[src/rtl/ibex_instr_aligner_pkg.sv]
// Shared types and helpers for the instruction aligner and the ID-stage register.
package ibex_instr_aligner_pkg;

  localparam logic [1:0] OPCODE_UNCOMP = 2'b11;

  typedef enum logic [1:0] {
    ST_A,  // no hold, PC on lower halfword
    ST_B,  // no hold, PC on upper halfword
    ST_C   // lower half of a spanning instruction held
  } align_state_e;

  typedef struct packed {
    logic [31:0] instr;
    logic [31:0] addr;
    logic        compressed;
    logic        err;
    logic        err_plus2;
  } aligner_out_t;

  function automatic logic is_compressed(input logic [15:0] half);
    return half[1:0] != OPCODE_UNCOMP;
  endfunction

endpackage

[src/rtl/ibex_instr_aligner.sv]
// Realigns word-aligned fetch data into whole 16/32-bit instructions,
// carrying the PC and per-half error attribution across spanning fetches.
module ibex_instr_aligner
  import ibex_instr_aligner_pkg::*;
#(
  parameter bit          ResetAll = 1'b0,
  parameter logic [31:0] BootAddr = 32'h0000_0080
) (
  input  logic        clk_i,
  input  logic        rst_i,
  input  logic        branch_i,
  input  logic [31:0] addr_i,
  input  logic        in_valid_i,
  output logic        in_ready_o,
  input  logic [31:0] in_rdata_i,
  input  logic        in_err_i,
  output logic        out_valid_o,
  input  logic        out_ready_i,
  output logic [31:0] out_instr_o,
  output logic [31:0] out_addr_o,
  output logic        out_compressed_o,
  output logic        out_err_o,
  output logic        out_err_plus2_o,
  output logic        busy_o
);

  logic [31:0]  r_pc;
  logic         r_hold_valid;
  logic [15:0]  r_hold_instr;
  logic         r_hold_err;

  align_state_e w_state;
  aligner_out_t w_out;
  logic [15:0]  w_lo;
  logic [15:0]  w_hi;
  logic         w_valid;
  logic         w_consume;
  logic         w_capture;
  logic         w_inc4;
  logic         w_hs;
  logic         w_ready;

  assign w_lo = in_rdata_i[15:0];
  assign w_hi = in_rdata_i[31:16];

  always_comb begin
    if (r_hold_valid)    w_state = ST_C;
    else if (r_pc[1])    w_state = ST_B;
    else                 w_state = ST_A;
  end

  always_comb begin
    w_out            = '0;
    w_out.instr      = in_rdata_i;
    w_out.addr       = r_pc;
    w_valid          = 1'b0;
    w_consume        = 1'b0;
    w_capture        = 1'b0;
    w_inc4           = 1'b0;
    unique case (w_state)
      ST_A: begin
        w_valid = in_valid_i;
        if (in_err_i) begin
          w_out.err = 1'b1;
          w_consume = 1'b1;
          w_inc4    = 1'b1;
        end else if (is_compressed(w_lo)) begin
          w_out.instr      = {16'h0000, w_lo};
          w_out.compressed = 1'b1;
        end else begin
          w_consume = 1'b1;
          w_inc4    = 1'b1;
        end
      end
      ST_B: begin
        if (in_err_i) begin
          w_valid   = in_valid_i;
          w_out.err = 1'b1;
          w_consume = 1'b1;
        end else if (is_compressed(w_hi)) begin
          w_valid          = in_valid_i;
          w_out.instr      = {16'h0000, w_hi};
          w_out.compressed = 1'b1;
          w_consume        = 1'b1;
        end else begin
          w_capture = in_valid_i;
        end
      end
      default: begin
        w_valid         = in_valid_i;
        w_out.instr     = {w_lo, r_hold_instr};
        w_out.err       = r_hold_err | in_err_i;
        w_out.err_plus2 = in_err_i & ~r_hold_err;
        w_inc4          = 1'b1;
      end
    endcase
  end

  // A branch suppresses both handshakes; capture needs no downstream accept.
  assign w_hs    = w_valid & out_ready_i & ~branch_i;
  assign w_ready = ((w_consume & w_hs) | w_capture) & ~branch_i;

  always_ff @(posedge clk_i or posedge rst_i) begin
    if (rst_i) begin
      r_pc         <= BootAddr;
      r_hold_valid <= 1'b0;
      r_hold_err   <= 1'b0;
    end else if (branch_i) begin
      r_pc         <= {addr_i[31:1], 1'b0};
      r_hold_valid <= 1'b0;
      r_hold_err   <= 1'b0;
    end else if (w_hs) begin
      r_pc <= r_pc + (w_inc4 ? 32'd4 : 32'd2);
      if (w_state == ST_C) r_hold_valid <= 1'b0;
    end else if (w_capture) begin
      r_hold_valid <= 1'b1;
      r_hold_err   <= 1'b0;
    end
  end

  if (ResetAll) begin : g_hold_rst
    always_ff @(posedge clk_i or posedge rst_i) begin
      if (rst_i)                        r_hold_instr <= '0;
      else if (!branch_i && w_capture)  r_hold_instr <= w_hi;
    end
  end else begin : g_hold_norst
    always_ff @(posedge clk_i) begin
      if (!branch_i && w_capture) r_hold_instr <= w_hi;
    end
  end

  assign in_ready_o       = rst_i ? 1'b0 : w_ready;
  assign out_valid_o      = rst_i ? 1'b0 : (w_valid & ~branch_i);
  assign out_instr_o      = rst_i ? '0   : w_out.instr;
  assign out_addr_o       = rst_i ? BootAddr : w_out.addr;
  assign out_compressed_o = rst_i ? 1'b0 : w_out.compressed;
  assign out_err_o        = rst_i ? 1'b0 : w_out.err;
  assign out_err_plus2_o  = rst_i ? 1'b0 : w_out.err_plus2;
  assign busy_o           = rst_i ? 1'b0 : r_hold_valid;

endmodule
[config.mk]
export PLATFORM = sky130hd
export DESIGN_NAME = ibex_instr_aligner
export DESIGN_NICKNAME = d
export VERILOG_FILES = /design/src/rtl/ibex_instr_aligner_pkg.sv /design/src/rtl/ibex_instr_aligner.sv
export SDC_FILE = /design/constraint.sdc
export NUM_CORES = 1
export LEC_CHECK = 0
export CORE_MARGIN = 8
export CORE_UTILIZATION = 30
export CTS_CLUSTER_DIAMETER = 80
export DETAILED_ROUTE_END_ITERATION = 10
export GPL_ROUTABILITY_DRIVEN = 0
export PLACE_DENSITY = 0.71
export SETUP_SLACK_MARGIN = 0.5
export SKIP_CTS_REPAIR_TIMING = 1
export SYNTH_ARGS = -nofsm -noshare
export SYNTH_HDL_FRONTEND = slang
export SYNTH_SLANG_ARGS = --single-unit
[constraint.sdc]
create_clock -name clk_i -period 4.7 [get_ports clk_i]
set_clock_uncertainty 0.2 [all_clocks]
set_input_delay 0.94 -clock clk_i [delete_from_list [all_inputs] [get_ports clk_i]]
set_output_delay 0.94 -clock clk_i [all_outputs]
set_load 0.05 [all_outputs]
# Word level (Yosys, flattened, before mapping)
# Index checks and enable logic that the tools add are counted.
[op_classes]
bitwise = 10
shift = 0
reduce_logical = 9
add_sub_neg = 1
eq_ne = 6
n_lt_le_gt_ge = 0
n_mul = 0
div_mod_pow = 0
n_mux = 44
[op_table]
columns = ["operator", "n"]
rows = [
  ["$mux W32", 8],
  ["$pmux W32 S2", 1],
  ["$add A32 B3 Y32", 1],
  ["$mux W1", 30],
  ["$and A1 B1 Y1", 6],
  ["$ne A2 B2 Y1 const B", 3],
  ["$pmux W1 S2", 3],
  ["$reduce_and A2 Y1", 2],
  ["$reduce_bool A2 Y1", 2],
  ["$mux W3", 1],
  ["$ne A3 B2 Y1 const B", 1],
  ["$reduce_bool A3 Y1", 1],
  ["$eq A2 B1 Y1 const B", 1],
  ["$eq A2 B2 Y1 const B", 1],
  ["$logic_not A2 Y1", 1],
  ["$mux W2", 1],
  ["$not A1 Y1", 2],
  ["$or A1 B1 Y1", 2],
  ["$reduce_or A2 Y1", 1],
  ["$logic_and A1 B1 Y1", 1],
  ["$logic_not A1 Y1", 1],
]
[totals]
romBits = 0
mem_bits_rw = 0
n_memories = 0
out_inout_bits = 70
in_bits = 70
latchBits = 0
register_bits = 50

# Depth between registers and ports, before layout
# Gate-level depths: netlist of run 1.
[depth]
depth_word = 10
ltp_mapped = 9
depth_no_buf = 7

# Worst setup path after synthesis of run 1
# OpenSTA, ideal clock, no wires.
[synth_path]
kind = "input-to-output"
startpoint = "in in_err_i"
endpoint = "out in_ready_o"
path_slack_ns = 0.185
path_stages = 5
path_buffers = 2
required_time_ns = 3.560
t_arrival_ns = 3.375
cell_sequence = "buf_2 > or3b_1 > buf_2 > nor3_1 > o21a_1"
[synth_via]
elab_chain_cells = 8
[synth_rtl]
columns = ["element", "line", "text"]
rows = [
  ["from (decl)", "ibex_instr_aligner.sv:16", "input logic in_err_i,"],
  ["$mux W1", "ibex_instr_aligner.sv:76", "if (in_err_i) begin"],
  ["$mux W1", "ibex_instr_aligner.sv:60", "unique case (w_state)"],
  ["$and A1 B1 Y1 (2 in series)", "ibex_instr_aligner.sv:100", "assign w_hs = w_valid & out_ready_i & ~branch_i;"],
  ["$and A1 B1 Y1", "ibex_instr_aligner.sv:101", "assign w_ready = ((w_consume & w_hs) | w_capture) & ~branch_i;"],
  ["$or A1 B1 Y1 (*)", "ibex_instr_aligner.sv:101", ""],
  ["$and A1 B1 Y1 (*)", "ibex_instr_aligner.sv:101", ""],
  ["$mux W1 (*)", "ibex_instr_aligner.sv:132", "assign in_ready_o = rst_i ? 1'b0 : w_ready;"],
  ["to (decl)", "ibex_instr_aligner.sv:14", "output logic in_ready_o,"],
]
# Mark *: on every way between the ends. The rest lies on a longest branch, timed or not.

# Worst setup path after layout of run 1
[layout_path]
startpoint = "in in_err_i"
endpoint = "out out_instr_o[7]"
[layout_via]
elab_chain_cells = 3
[layout_rtl]
columns = ["element", "line", "text"]
rows = [
  ["$mux W32, on equally long branches", "ibex_instr_aligner.sv:76, ibex_instr_aligner.sv:63", ""],
  ["$pmux W32 S2 (*)", "ibex_instr_aligner.sv:60", ""],
  ["$mux W32 (*)", "ibex_instr_aligner.sv:134", "assign out_instr_o = rst_i ? '0 : w_out.instr;"],
  ["to (decl)", "ibex_instr_aligner.sv:19", "output logic [31:0] out_instr_o,"],
]
# Marked as above.

==> load_flow_metrics.sql, run 1 <==
INSERT INTO impl_metrics (metric_group, metric, value, unit) VALUES
('worst_setup_path', 'worst_r2r_startpoint', 'r_hold_valid', ''),
('clocking', 'clkSlewWorstSetupHoldPaths', '0.10', 'ns'),
('worst_setup_path', 'path_delay_family', 'buffers and inverters', ''),
('sta', 'slew_viol_final', '0', ''),
('logic_synthesis', 'synth-edff-count', '16', ''),
('pwr', 'worst_ir_drop_vdd', '0.000125', 'V'),
('pwr', 'power_leakage', '1.93', 'nW'),
('sta', 'layout_min_cycle_time', '4.02', 'ns'),
('logic_synthesis', 'netlist-cell-type-count', '58', ''),
('detailed_routing', 'ant_nets', '0', ''),
('place', 'place_ws', '0.564', 'ns'),
('sta', 'grt_setup_unrepaired', 'no', ''),
('worst_setup_path', 'crit_buf_inv', '3', ''),
('cells_and_area', 'layout.nets', '577', ''),
('die', 'core_area', '0.0108', 'mm^2'),
('worst_hold_path', 'hold_sp', 'r_pc[7]', ''),
('cells_and_area', 'num-fill-cells', '1034', ''),
('sta', 'hold_viol', '0', ''),
('sta', 'finalWorstSetupSlack', '0.679', 'ns'),
('detailed_routing', 'first_iter_violations', '319', ''),
('detailed_routing', 'via_count', '3583', ''),
('worst_setup_path', 'critical-path-slowest-cell', 'sky130_fd_sc_hd__clkdlybuf4s50_1', ''),
('place', 'port_bufs', '137', ''),
('worst_setup_path', 'end_kind', 'output port', ''),
('pwr', 'p_total', '0.00131', 'W'),
('worst_setup_path', 'worstSetupPathDepth', '7', ''),
('clocking', 'tritoncts', 'built', ''),
('global_routing', 'wire_length_of_the_first_global_routing_pass', '18200', 'um'),
('place', 'numPlacedInstances', '638', ''),
('cells_and_area', 'areaGrowthSynthToFinish', '56.9', '%'),
('clocking', 'clock-root-buffer', 'sky130_fd_sc_hd__clkbuf_8', ''),
('cells_and_area', 'layout.cells.most_common_list', '101 x sky130_fd_sc_hd__clkdlybuf4s50_1, 52 x sky130_fd_sc_hd__nor2_1, 31 x sky130_fd_sc_hd__nor2b_1, 31 x sky130_fd_sc_hd__buf_12, 31 x sky130_fd_sc_hd__dfrtp_1', ''),
('worst_setup_path', 'worstPathMaxFanout', '14', ''),
('sta', 'max_slew_margin', '0.236', ''),
('detailed_routing', 'drt-total-wl', '11600', 'um'),
('clocking', 'cts-buffers-inserted', '5', ''),
('detailed_routing', 'drt_pass1_iterations', '10', ''),
('worst_setup_path', 'start_kind', 'input pin', ''),
('logic_synthesis', 'synthArstFlopShare', '0.667', ''),
('cells_and_area', 'stdcell_count', '646', ''),
('place', 'detailed_placement_hpwl', '8680', 'um'),
('sta', 'final_cycle_utilization_of_the_critical_path', '0.856', ''),
('worst_setup_path', 'timing.critical_path.mode_cell', 'sky130_fd_sc_hd__nor2_1', ''),
('die', 'initial_utilization', '0.307', ''),
('sta', 'finalHoldWorstSlack', '0.354', 'ns'),
('logic_synthesis', 'yosys_warnings', '0', ''),
('cells_and_area', 'mostFrequentLayoutCell', 'sky130_fd_sc_hd__clkdlybuf4s50_1', ''),
('clocking', 'cts.sinks', '48', ''),
('global_routing', 'initial_antenna_violation_count', '0', ''),
('worst_setup_path', 'slowest_delay', '0.55', 'ns'),
('pwr', 'powerDensity', '251', 'mW/mm^2'),
('die', 'core.rowCount', '38', ''),
('run_status', 'run_status', 'completed', ''),
('cells_and_area', 'drive_gt1_frac', '0.121', ''),
('detailed_routing', 'drc', '0', ''),
('worst_setup_path', 'reg2reg_depth', '7', ''),
('sta', 'maxClockFrequency', '0.249', 'GHz'),
('global_routing', 'vias_in_the_first_global_route', '3517', ''),
('global_routing', 'largest_net_degree_at_the_start_of_global_routing', '48', ''),
('die', 'fp.dieH', '121', 'um'),
('logic_synthesis', 'yosys_register_bits', '48', ''),
('global_routing', 'grt_overflow', '0', ''),
('die', 'die_ar', '0.0147', 'mm^2'),
('sta', 'setup-tns-final', '0', 'ns'),
('logic_synthesis', 'synth-seq-area-share', '0.385', ''),
('run', 'number_of_max_capacitance_violations_reported', '0', ''),
('logic_synthesis', 'post_synth_inst_count', '383', ''),
('die', 'io_pins', '140', ''),
('worst_setup_path', 'cp.required', '3.56', 'ns'),
('logic_synthesis', 'postSynthAreaPerCell', '8.70', 'um^2'),
('logic_synthesis', 'synthesis.nets', '455', '');
[flip-flops by register name, indices dropped and copies added (netlist names)]
signal,flops
r_hold_instr,16
r_hold_valid,1
r_pc,31
[power breakdown]
part	switching [W]	total (W)	leakage (nW)	internal (W)
sequential	0.0000370	0.000496	0.509	0.000459
clock	0.000151	0.000287	0.0523	0.000136
combinational	0.000303	0.000528	1.36	0.000225
[synth_stat cells (3+ instances only)]
cell type | n | area [um^2]
sky130_fd_sc_hd__inv_1 | 9 | 33.8
sky130_fd_sc_hd__nand3_1 | 14 | 70.1
sky130_fd_sc_hd__or4_1 | 17 | 128
sky130_fd_sc_hd__and4_1 | 6 | 52.6
sky130_fd_sc_hd__buf_1 | 3 | 11.3
sky130_fd_sc_hd__buf_2 | 7 | 35.0
sky130_fd_sc_hd__nor2_1 | 52 | 195
sky130_fd_sc_hd__a222oi_1 | 14 | 140
sky130_fd_sc_hd__clkbuf_1 | 19 | 71.3
sky130_fd_sc_hd__dfrtp_1 | 31 | 776
sky130_fd_sc_hd__nor3_1 | 4 | 20.0
sky130_fd_sc_hd__a31oi_1 | 24 | 150
sky130_fd_sc_hd__mux2i_1 | 3 | 30.0
sky130_fd_sc_hd__nor2b_1 | 31 | 194
sky130_fd_sc_hd__nand2_1 | 21 | 78.8
sky130_fd_sc_hd__or3_1 | 3 | 18.8
sky130_fd_sc_hd__edfxtp_1 | 16 | 480
sky130_fd_sc_hd__o21ai_0 | 14 | 70.1
sky130_fd_sc_hd__and3_1 | 3 | 18.8
sky130_fd_sc_hd__nand4_1 | 8 | 50.1
sky130_fd_sc_hd__o31ai_1 | 17 | 128
sky130_fd_sc_hd__a22o_1 | 16 | 140
sky130_fd_sc_hd__a21oi_1 | 7 | 35.0
[cell type report]
| type | instances | area (um^2) | share of cell area |
|---|---|---|---|
| repair buffers | 148 | 1760 | 0.338 |
| clock inverters | 2 | 12.5 | 0.00239 |
| clock buffers | 6 | 93.8 | 0.0180 |
| flip-flops and latches | 48 | 1280 | 0.245 |
| well taps | 140 | 175 | 0.0335 |
| multi-input cells | 293 | 1860 | 0.357 |
| inverters | 9 | 33.8 | 0.00646 |
[cells by family (layout without fill, tap and decap cells)]
logic type               after synthesis  count (layout)  share of synthesized area
AND/OR/NAND/NOR                      175             175                      0.286
AO/OA/AOI/OAI                        109             109                      0.244
flip-flops                            48              48                      0.385
buffers and inverters                 42             165                     0.0567
XOR/XNOR                               3               3                    0.00789
multiplexers                           3               3                    0.00902
adder cells (fa/ha/maj)                2               2                    0.00977
other                                  1               1                    0.00113
[metrics by stage]
step                      utilization  area, um^2
after floorplan                     -        3340
after global placement          0.472        5110
after detailed placement        0.472        5110
after CTS                       0.481        5220
after global routing            0.482        5230
final                           0.482        5230
[tightest hold or removal path: cells and delay by family (launching register included)]
| kind | cells | cell delay [ns] |
|---|---|---|
| AOI/OAI and AO/OA | 2 | 0.15 |
| DFF | 1 | 0.40 |
[layer usage]
layer | part of all wire | track usage | vias to the layer above
li1 | - | - | 1713
met1 | 0.42 | 0.182 | 1740
met2 | 0.51 | 0.259 | 120
met3 | 0.062 | 0.0372 | 10
met4 | 0.011 | 0.0324 | 0
met5 | 0 | 0 | -
[how the worst max path moves through the flow]
stage	start	endpoint	slack, ns
after floorplan	in_err_i	in_ready_o	0.71
after global placement	in_rdata_i[0]	out_instr_o[16]	0.57
after detailed placement	in_err_i	out_instr_o[1]	0.56
after CTS	in_err_i	out_instr_o[1]	0.55
after global routing	in_err_i	out_instr_o[12]	0.51
final	in_err_i	out_instr_o[7]	0.68
Power figures use the tool's default switching activity.
==> run 2: changes to the inputs <==
Settings changed: CORE_MARGIN 8 to unset.
==> run 2 against run 1 <==
Die area fell by 22%. Count of clock-buffer cells in the layout rose by 2. Cell area fell by 0.14%. First-iteration DRC count fell by 32%. Global-route usage rose by 3.1 points. Largest power group unchanged.
==> load_flow_metrics.sql, run 2 (synthesized netlist as in run 1, its figures left out) <==
INSERT INTO impl_metrics (metric_group, metric, value, unit) VALUES
('sta', 'max_slew_margin', '0.405', ''),
('detailed_routing', 'drt-total-wl', '10600', 'um'),
('worst_hold_path', 'worst_hold_path_type', 'reg -> reg', ''),
('cells_and_area', 'layout.cells.most_common_list', '101 x sky130_fd_sc_hd__clkdlybuf4s50_1, 51 x sky130_fd_sc_hd__nor2_1, 31 x sky130_fd_sc_hd__nor2b_1, 31 x sky130_fd_sc_hd__buf_12, 31 x sky130_fd_sc_hd__dfrtp_1', ''),
('worst_setup_path', 'worstSetupPathType', 'in -> out', ''),
('clocking', 'cts_buffer_depth', '2', ''),
('worst_setup_path', 'cp.arrival', '2.86', 'ns'),
('cells_and_area', 'drive_gt1_frac', '0.119', ''),
('sta', 'hold_viol', '0', ''),
('pwr', 'power.share.sequential', '0.381', ''),
('place', 'port_bufs', '137', ''),
('detailed_routing', 'drc', '0', ''),
('worst_hold_path', 'hold_sp', 'r_pc[7]', ''),
('worst_hold_path', 'hold_path_end', 'r_pc[7]', ''),
('detailed_routing', 'ant_nets', '0', ''),
('die', 'core_area', '0.0108', 'mm^2'),
('global_routing', 'grt_overflow', '0', ''),
('die', 'initial_utilization', '0.307', ''),
('cells_and_area', 'biggestRegsByFlops', 'r_pc: 31 flops, r_hold_instr: 16 flops, r_hold_valid: 1 flops', ''),
('clocking', 'tritoncts', 'built', ''),
('place', 'detailed_placement_hpwl', '7700', 'um'),
('worst_setup_path', 'reg2reg_depth', '6', ''),
('sta', 'final_cycle_utilization_of_the_critical_path', '0.851', ''),
('global_routing', 'gr-max-usage-layer', 'met2', ''),
('die', 'core.rowCount', '38', ''),
('cells_and_area', 'mostFrequentLayoutCell', 'sky130_fd_sc_hd__clkdlybuf4s50_1', ''),
('global_routing', 'gr-usage-met1', '0.226', ''),
('worst_setup_path', 'cp.required', '3.56', 'ns'),
('pwr', 'power.switching_fraction', '0.368', ''),
('cells_and_area', 'registers.top_by_ff_count', 'r_pc', ''),
('pwr', 'p_clk_frac', '0.215', ''),
('detailed_routing', 'first_iter_violations', '216', ''),
('place', 'placedInstanceArea', '0.00510', 'mm^2'),
('pwr', 'p_switching', '0.000479', 'W'),
('cells_and_area', 'final_design_area_no_fill', '0.00522', 'mm^2'),
('detailed_routing', 'wire_per_inst', '16.4', 'um'),
('pwr', 'logic_pwr_share', '0.404', ''),
('clocking', 'cts.sinks', '48', ''),
('cells_and_area', 'largest_reg_flops', '31', ''),
('clocking', 'clock-root-buffer', 'sky130_fd_sc_hd__clkbuf_8', ''),
('die', 'io_pins', '140', ''),
('detailed_routing', 'via_count', '3591', ''),
('place', 'place_ws', '0.532', 'ns'),
('sta', 'slew_viol_final', '0', ''),
('pwr', 'power_leakage', '1.92', 'nW'),
('die', 'fp.dieH', '107', 'um'),
('worst_setup_path', 'end_kind', 'output port', ''),
('detailed_routing', 'routed_via_density', '5.57', ''),
('global_routing', 'wire_length_of_the_first_global_routing_pass', '16800', 'um'),
('run', 'number_of_max_capacitance_violations_reported', '0', ''),
('global_routing', 'vias_in_the_first_global_route', '3402', ''),
('pwr', 'powerDensity', '249', 'mW/mm^2'),
('sta', 'layout_min_cycle_time', '4.00', 'ns'),
('global_routing', 'largest_net_degree_at_the_start_of_global_routing', '48', ''),
('cells_and_area', 'layout.nets', '576', ''),
('detailed_routing', 'drt_pass1_iterations', '7', ''),
('die', 'die_ar', '0.0115', 'mm^2'),
('cells_and_area', 'stdcell_count', '645', ''),
('run_status', 'run_status', 'completed', ''),
('worst_setup_path', 'worst_r2r_startpoint', 'r_hold_valid', ''),
('sta', 'maxClockFrequency', '0.250', 'GHz'),
('cells_and_area', 'areaGrowthSynthToFinish', '56.7', '%'),
('worst_setup_path', 'crit-reg2reg-capture', 'r_pc[19]', ''),
('place', 'numPlacedInstances', '637', ''),
('sta', 'finalWorstSetupSlack', '0.701', 'ns'),
('global_routing', 'initial_antenna_violation_count', '0', ''),
('worst_hold_path', 'timing.hold.worst_path_depth', '2', ''),
('global_routing', 'grt.met2_usage', '0.326', ''),
('sta', 'tightest_slew', '0.893', 'ns'),
('global_routing', 'grt.met3_usage', '0.0248', ''),
('clocking', 'h-tree-depth', '2', ''),
('cells_and_area', 'num-fill-cells', '1043', ''),
('worst_setup_path', 'worstPathMaxFanout', '4', ''),
('die', 'die_x', '107', 'um'),
('clocking', 'clkSlewWorstSetupHoldPaths', '0.09', 'ns'),
('sta', 'final-setup-viol-count', '0', ''),
('pwr', 'worst_ir_drop_vdd', '0.000109', 'V'),
('worst_setup_path', 'start_kind', 'input pin', ''),
('pwr', 'cell_internal_pwr', '0.000822', 'W'),
('global_routing', 'track_usage', '0.181', ''),
('sta', 'setup-tns-final', '0', 'ns'),
('cells_and_area', 'n_antenna_cell', '0', ''),
('worst_setup_path', 'timing.reg2reg.setup_slack', '1.41', 'ns'),
('clocking', 'cts-buffers-inserted', '5', ''),
('clocking', 'worst_skew_pair.late_latency', '0.30', 'ns'),
('sta', 'grt_setup_unrepaired', 'no', '');
==> run 2: changes by cell type in the layout (fill, tap and decap cells not counted) <==
cell / delta
sky130_fd_sc_hd__clkinvlp_4: -1
sky130_fd_sc_hd__clkinv_2: -1
sky130_fd_sc_hd__or3b_1: -1
sky130_fd_sc_hd__nor2_2: +1
sky130_fd_sc_hd__nor2_1: -1
sky130_fd_sc_hd__buf_4: -1
sky130_fd_sc_hd__or3b_4: +1
sky130_fd_sc_hd__clkbuf_1: +2
==> run 2: worst max path at each step <==
stage	start	end	slack, ns	cells past startpoint
5_1_grt	in_err_i	out_instr_o[10]	0.57	7
6_report	in_rdata_i[0]	out_instr_o[0]	0.70	5
4_1_cts	in_rdata_i[0]	out_instr_o[16]	0.53	6
3_5_place_dp	in_rdata_i[0]	out_instr_o[16]	0.53	6
2_1_floorplan	in_err_i	in_ready_o	0.71	5
3_3_place_gp	in_rdata_i[0]	out_instr_o[16]	0.56	6
==> run 2: critical path, cell delays in order <==
cell                              delay [ns]
sky130_fd_sc_hd__clkdlybuf4s50_1        0.52
sky130_fd_sc_hd__nor2b_1                0.30
sky130_fd_sc_hd__mux2i_1                0.12
sky130_fd_sc_hd__a21oi_1                0.14
sky130_fd_sc_hd__clkdlybuf4s50_1        0.83
==> run 2: power by group through the flow <==
stage	Combinational, W	Sequential (W)	Clock [W]
2_1_floorplan	0.000302	0.000491	0
3_3_place_gp	0.000519	0.000501	0
3_5_place_dp	0.000526	0.000503	0
4_1_cts	0.000529	0.000495	0.000293
5_1_grt	0.000559	0.000502	0.000299
6_report	0.000526	0.000496	0.000280
==> run 2: cell type report <==
cell class / count / area, um^2 / area share
inverters: 9 / 33.8 / 0.00647
repair buffers: 147 / 1760 / 0.337
flip-flops and latches: 48 / 1280 / 0.246
multi-input cells: 293 / 1870 / 0.358
clock buffers: 8 / 101 / 0.0194
well taps: 140 / 175 / 0.0336
==> run 2: per-stage QoR <==
stage          hold slack [ns]  utilization  total power (W)
6_report                 0.385        0.481          0.00130
5_1_grt                  0.431        0.481          0.00136
3_5_place_dp             0.374        0.471          0.00103
3_3_place_gp             0.325        0.471          0.00102
4_1_cts                  0.388        0.480          0.00132
2_1_floorplan            0.304            -         0.000793
==> run 2: metal layers <==
metal / vias to the layer above / part of all wire
met5: - / 0
met1: 1732 / 0.43
li1: 1721 / -
met3: 8 / 0.050
met4: 0 / 0.0082
met2: 130 / 0.51
